$ cat src/rtl/mem_pkg.sv
// Shared definitions for the program RAM, the CPU and the run-time RAM programmer.
package mem_pkg;

  localparam int MEM_ADDR_W = 4;
  localparam int MEM_DATA_W = 8;
  localparam int MEM_DEPTH  = 16;

  typedef enum logic [2:0] {
    S_IDLE,
    S_WAIT_BYTE,
    S_SET_ADDR,
    S_WRITE,
    S_CHECK,
    S_DONE
  } prog_state_t;

endpackage

$ cat src/rtl/mem_programmer.sv
// Writes a byte stream into the program RAM through its load/store bus interface,
// optionally reading each word back and flagging the first mismatching address.
module mem_programmer
  import mem_pkg::*;
#(
  parameter int ADDR_W = MEM_ADDR_W,
  parameter int DATA_W = MEM_DATA_W,
  parameter int DEPTH  = MEM_DEPTH,
  parameter bit VERIFY = 1'b1
) (
  input  logic              clk,
  input  logic              rst,
  input  logic              start,
  input  logic              abort,
  input  logic              in_valid,
  input  logic [DATA_W-1:0] in_data,
  output logic              in_ready,
  input  logic [DATA_W-1:0] mem_out,
  output logic [DATA_W-1:0] bus_out,
  output logic              bus_oe,
  output logic              load,
  output logic              store,
  output logic              busy,
  output logic              done,
  output logic              error,
  output logic [ADDR_W-1:0] err_addr
);

  localparam logic [ADDR_W-1:0] LAST_ADDR = ADDR_W'(DEPTH - 1);

  prog_state_t       state, state_d;
  logic [ADDR_W-1:0] addr, addr_d;
  logic [DATA_W-1:0] data_q, data_d;
  logic              error_d;
  logic [ADDR_W-1:0] err_addr_d;

  // NOTE: every state register is assigned with <= so all of them update together
  // from the values sampled at the same edge.
  always_ff @(posedge clk or posedge rst) begin
    if (rst) begin
      state    <= S_IDLE;
      addr     <= '0;
      data_q   <= '0;
      error    <= 1'b0;
      err_addr <= '0;
    end else begin
      state    <= state_d;
      addr     <= addr_d;
      data_q   <= data_d;
      error    <= error_d;
      err_addr <= err_addr_d;
    end
  end

  // NOTE: every variable gets a default before the case so no path leaves it
  // unassigned, which would otherwise infer a latch.
  always_comb begin
    state_d    = state;
    addr_d     = addr;
    data_d     = data_q;
    error_d    = error;
    err_addr_d = err_addr;
    if (abort && busy) begin
      // Abort keeps the error record so the failing session can still be inspected.
      state_d = S_IDLE;
      addr_d  = '0;
    end else begin
      unique case (state)
        S_IDLE, S_DONE: begin
          if (start) begin
            state_d    = S_WAIT_BYTE;
            addr_d     = '0;
            error_d    = 1'b0;
            err_addr_d = '0;
          end
        end
        S_WAIT_BYTE: begin
          if (in_valid) begin
            data_d  = in_data;
            state_d = S_SET_ADDR;
          end
        end
        S_SET_ADDR: state_d = S_WRITE;
        S_WRITE, S_CHECK: begin
          if (state == S_CHECK && mem_out != data_q && !error) begin
            error_d    = 1'b1;
            err_addr_d = addr;
          end
          if (state == S_WRITE && VERIFY) begin
            state_d = S_CHECK;
          end else if (addr == LAST_ADDR) begin
            state_d = S_DONE;
          end else begin
            addr_d  = addr + 1'b1;
            state_d = S_WAIT_BYTE;
          end
        end
        default: state_d = S_IDLE;
      endcase
    end
  end

  always_comb begin
    busy     = (state != S_IDLE) && (state != S_DONE);
    done     = (state == S_DONE);
    // Gated by abort so a byte offered in the abort cycle is never seen as taken.
    in_ready = (state == S_WAIT_BYTE) && !abort;
    load     = (state == S_SET_ADDR);
    store    = (state == S_WRITE);
    bus_oe   = load || store;
    bus_out  = '0;
    if (load)  bus_out = DATA_W'(addr);
    if (store) bus_out = data_q;
  end

endmodule

$ cat config.mk
export PLATFORM = sky130hd
export DESIGN_NAME = mem_programmer
export DESIGN_NICKNAME = d
export VERILOG_FILES = /design/src/rtl/mem_pkg.sv /design/src/rtl/mem_programmer.sv
export SDC_FILE = /design/constraint.sdc
export NUM_CORES = 1
export LEC_CHECK = 0
export CORE_ASPECT_RATIO = 1.75
export CORE_MARGIN = 4
export CORE_UTILIZATION = 42
export CTS_BUF_LIST = sky130_fd_sc_hd__clkbuf_8
export CTS_CLUSTER_DIAMETER = 30
export DETAILED_ROUTE_END_ITERATION = 6
export GPL_ROUTABILITY_DRIVEN = 0
export PLACE_DENSITY = 0.73
export SYNTH_ARGS = -nofsm -noshare
export SYNTH_HDL_FRONTEND = slang
export SYNTH_SLANG_ARGS = --single-unit
$ cat constraint.sdc
create_clock -name clk -period 1.7 [get_ports clk]
set_input_delay 0.17 -clock clk [delete_from_list [all_inputs] [get_ports clk]]
set_output_delay 0.17 -clock clk [all_outputs]
set_load 0.005 [all_outputs]
* Yosys cells after proc, flatten, opt, wreduce, memory -nomap -nowiden
Cells that the tools add are included.
Storage, ports and cells: logic and storage cells 57, output and inout port bits 19, flip-flop bits (word level) 20
Operators by class: eq/ne operators 14, add/sub/neg operators 1, bitwise logic cells 1, mux-type cells 18, reduce and logical (&&, ||, !) cells 18
Operator list (number):
- $mux 4 | 6
- $pmux 4 s2 | 2
- $mux 3 | 5
- $ne 3x3->1 const B | 5
- $pmux 3 s4 | 1
- $mux 8 | 1
- $ne 8x8->1 | 1
- $reduce_and 4->1 | 2
- $eq 3x2->1 const B | 2
- $eq 3x3->1 const B | 2
- $reduce_bool 3->1 | 2
- $logic_and 1x1->1 | 5
- $add 4x1->4 const B | 1
- $eq 4x4->1 const B | 1
- $ne 2x2->1 const B | 2
- $reduce_or 2->1 | 2
- $eq 3x1->1 const B | 1
- $logic_not 3->1 | 1
- $reduce_and 3->1 | 1
- $logic_not 1->1 | 2
- $mux 1 | 2
- $pmux 1 s2 | 1
- $reduce_and 2->1 | 1
- $reduce_bool 2->1 | 1
- 2 further kinds | 2

* Depth between registers and ports, before layout
depth in word-level cells 5, mapped depth 5, gate-level depth less buffers 5

* Worst setup path after synthesis
OpenSTA, ideal clock, no wires.
kind register to register, from register addr[0], to register addr[3], path buffers 0, setup time 122 ps, cell stages (with the launch flop) 6, arrival 1586 ps, slack -8 ps, cells stage by stage dfrtp_1 -> ha_1 -> and4b_1 -> a2111oi_4 -> o2bb2ai_1 -> a32o_1
Between the ends: cells in the longest elaborated chain, start to end 5
Ends and longest elaborated chain:
- from (decl) | line mem_programmer.sv:32 | logic [ADDR_W-1:0] addr, addr_d;
- from (signal assigned) | line mem_programmer.sv:48 | addr <= addr_d;
- $add 4x1->4 | line mem_programmer.sv:94 | addr_d = addr + 1'b1;
- $mux 4 | line mem_programmer.sv:91 | end else if (addr == LAST_ADDR) begin
- $mux 4 | line mem_programmer.sv:89 | if (state == S_WRITE && VERIFY) begin
- $pmux 4 s2 | line mem_programmer.sv:68 | unique case (state)
- $mux 4 | line mem_programmer.sv:63 | if (abort && busy) begin
Parallel ways exist; a longest one is shown, timed or not. The select of a mux whose other input is x is not followed. A chain may end at the register's enable or synchronous reset.

* Worst setup path after layout
Same ends and word-level chain as after synthesis.

==> flow_summary_export.csv <==
group,metric,value,unit
outcome,status,"complete, no violations",
synthesis,synthFlopType,"dfrtp_1",
layout,post-route-util,0.7149,
floorplan,row_count,25,
timing,tightest_slew,0.4485,ns
routing,drtAntennaViolNets,0,
synthesis,async_flop_share,1.000,
critical_path,crit_fanout,5,
synthesis,syn_area_per_cell,10.45,um^2
pwr,pwr-share-seq,0.344,
timing,timing.final.crit_share,0.9905,
layout,area_growth,60.48,%
pwr,p_leak,0.9482,nW
synthesis,synth_top_area_frac,0.4128,
synthesis,synth_cell_type_count,37,
critical_path,r2r.worst_path.cells,5,
timing,fin_crit,1.684,ns
critical_path,crit_path_end_kind,"flop",
synthesis,synth_edf_count,0,
placed_design,port_buffers,39,
critical_path,regToRegSetupSlack,0.02,ns
routing,first_pass_iters,4,
synthesis,syn_nets,138,
grt,grt_pass1_wl,5.485,mm
pwr,power_frac_comb,0.482,
critical_path,r2r-end,"addr[3]$_DFFE_PP0P_",
timing,setup_violations,0,
min_path,hold_path_class,"in2async",
synthesis,ys.warnings.count,0,
timing,maxSlewViolCount,0,
timing,setup_ws,0.01619,ns
cts,clock_latency,0.26,ns
grt,grt_use_total,0.1812,
routing,drc,0,
synthesis,mappedNetlistArea,1212,um^2
cts,clockBufferDepth,2,
grt,antenna_found_initial,0,
grt,grt_start_max_net_pins,21,
pwr,powerDensity,1088,nW/um^2
critical_path,crit_type,"reg2reg",
synthesis,yosysTopAreaCell,"dfrtp_1",
layout,drive_above_1_share,0.2849,
critical_path,worstPathRequired,1.86,ns
synthesis,ys_seq_area_frac,0.4128,
cts,numCtsBuffers,3,
routing,vias_per_cell,5.379,
routing,drtIter0Drc,23,
floorplan,die_x,48.62,um
timing,max_freq,593.9,MHz
grt,grt_overflow,0,
synthesis,postSynthCellCount,116,
pwr,p_clk_frac,0.174,
critical_path,critPathArrivalTime,1.84,ns
critical_path,cp-start-kind,"flop",
timing,hold_slack,0.2351,ns
synthesis,synthTopCellsByArea,"dfrtp_1, mux2i_1, mux2_2",
layout,diodes,0,
cts,cts_hold_buf,0,
job,cap_viol_max_count,0,
floorplan,die_y,79.08,um
pwr,vdd_ir_drop_max,708.3,uV
cts,cts_sinks,20,
timing,rsz0062_at_grt,"yes",
grt,first_global_vias,1153,
cts,root_buffer,"clkbuf_8",
floorplan,start_util,0.4455,
cts,htreeDepth,1,
synthesis,ys_seq_elements,20,
pwr,power.internal,1.390,mW
synthesis,synth_common_cells,"dfrtp_1, mux2i_1, nand2_1",
routing,drt-total-wl,3.454,mm
critical_path,r2r-start,"addr[0]$_DFFE_PP0P_",
floorplan,num_io_pins,40,
pwr,p_sw_frac,0.3429,
pwr,power.total,2.116,mW
placed_design,hpwl,2.560,mm
routing,vias,1108,
timing,fin_worst_skew,0.002466,ns
placed_design,pre_cts_ws,-0.2281,ns
timing,hold_viol,0,
cts,clkTransAtPathRegs,0.07,ns
floorplan,core_area,2721,um^2
timing,relSlewSlack,0.6983,
layout,fin_nets,202,
floorplan,dieArea,3844,um^2
synthesis,yosys.cell_count.top_type,"dfrtp_1",
pwr,p_switching,725.6,uW
cts,cts_tree,"built",
routing,wire_per_inst,16.77,um
## metrics by stage
step	setup TNS, ns	std cells	cell area, um^2
after global routing	-0.2003	206	1946
after global placement	-1.166	194	1748
after floorplan	0	116	1212
after CTS	-0.1003	202	1868
after detailed placement	-1.541	194	1748
final	0	206	1946
## layout make-up
type,instances,area (um^2)
Inverter,7,31.28
Timing Repair Buffer,63,615.6
Clock buffer,4,55.05
Fill cell,208,775.7
Tap cell,27,33.78
Sequential cell,20,503.0
Multi-Input combinational cell,85,706.9
## sequential cells by signal, summed over array words and instances, names as in the netlist
register  count
state         3
data_q        8
err_addr      4
addr          4
error         1
## worst max-delay path, stage by stage, from the launching register on
cell,delay [ns]
dfrtp_1,0.40
ha_2,0.19
and4b_1,0.20
a2111oi_4,0.47
o2bb2ai_1,0.10
a32o_1,0.21
## cell families after synthesis
family / share of synthesized area
adder cells (fa/ha/maj): 0.01032
AO/OA/AOI/OAI: 0.1331
buffers and inverters: 0.03922
XOR/XNOR: 0.06502
flip-flops: 0.4128
AND/OR/NAND/NOR: 0.1909
multiplexers: 0.1486
## layout by cell type, fill, tap and decap left out, types with 2 or more instances in the layout
cell              n
buf_4            20
nor3_1            2
nand2_1           9
inv_1             5
xor2_1            8
buf_12            2
o21ai_1           2
nand3_1           3
dlymetal6s2s_1    4
dfrtp_1          18
dfrtp_2           2
mux2i_1           9
a2111oi_4         2
mux2_2            8
and3_1            6
dlygate4sd2_1     9
o21ai_0           3
inv_4             2
o2bb2ai_1         4
clkbuf_8          4
nor2_1            7
clkdlybuf4s50_1  26
## per-layer routing
layer	vias to the layer above	global-route usage	share of wire
met2	31	0.3285	0.56
li1	544	-	-
met3	7	0.03002	0.044
met5	-	0	0
met1	526	0.1957	0.37
met4	0	0.09434	0.022
## how the worst max path moves through the flow
stage	startpoint	end	cells after the start
after floorplan	addr[0]$_DFFE_PP0P_	addr[3]$_DFFE_PP0P_	5
after global routing	addr[0]$_DFFE_PP0P_	addr[0]$_DFFE_PP0P_	5
after detailed placement	abort	addr[3]$_DFFE_PP0P_	5
after global placement	abort	addr[3]$_DFFE_PP0P_	5
final	addr[0]$_DFFE_PP0P_	addr[3]$_DFFE_PP0P_	5
after CTS	state[0]$_DFFE_PP0P_	bus_out[0]	4
## what timing repair did
item,4_1_cts,5_1_grt
setup buffers,4,3
pin swaps,3,5
endpoints found under the hold margin,0,0
gates resized for setup,21,11
cloned,0,1
endpoints found under the setup margin,17,13
## power groups by stage
stage	Clock [mW]	Sequential, mW	Combinational, mW
CTS	0.374	0.720	0.911
global route	0.395	0.744	1.11
global placement	0	0.709	0.822
finish	0.367	0.728	1.02
floorplan	0	0.700	0.523
detailed placement	0	0.720	0.853
Power figures use the tool's default switching activity.
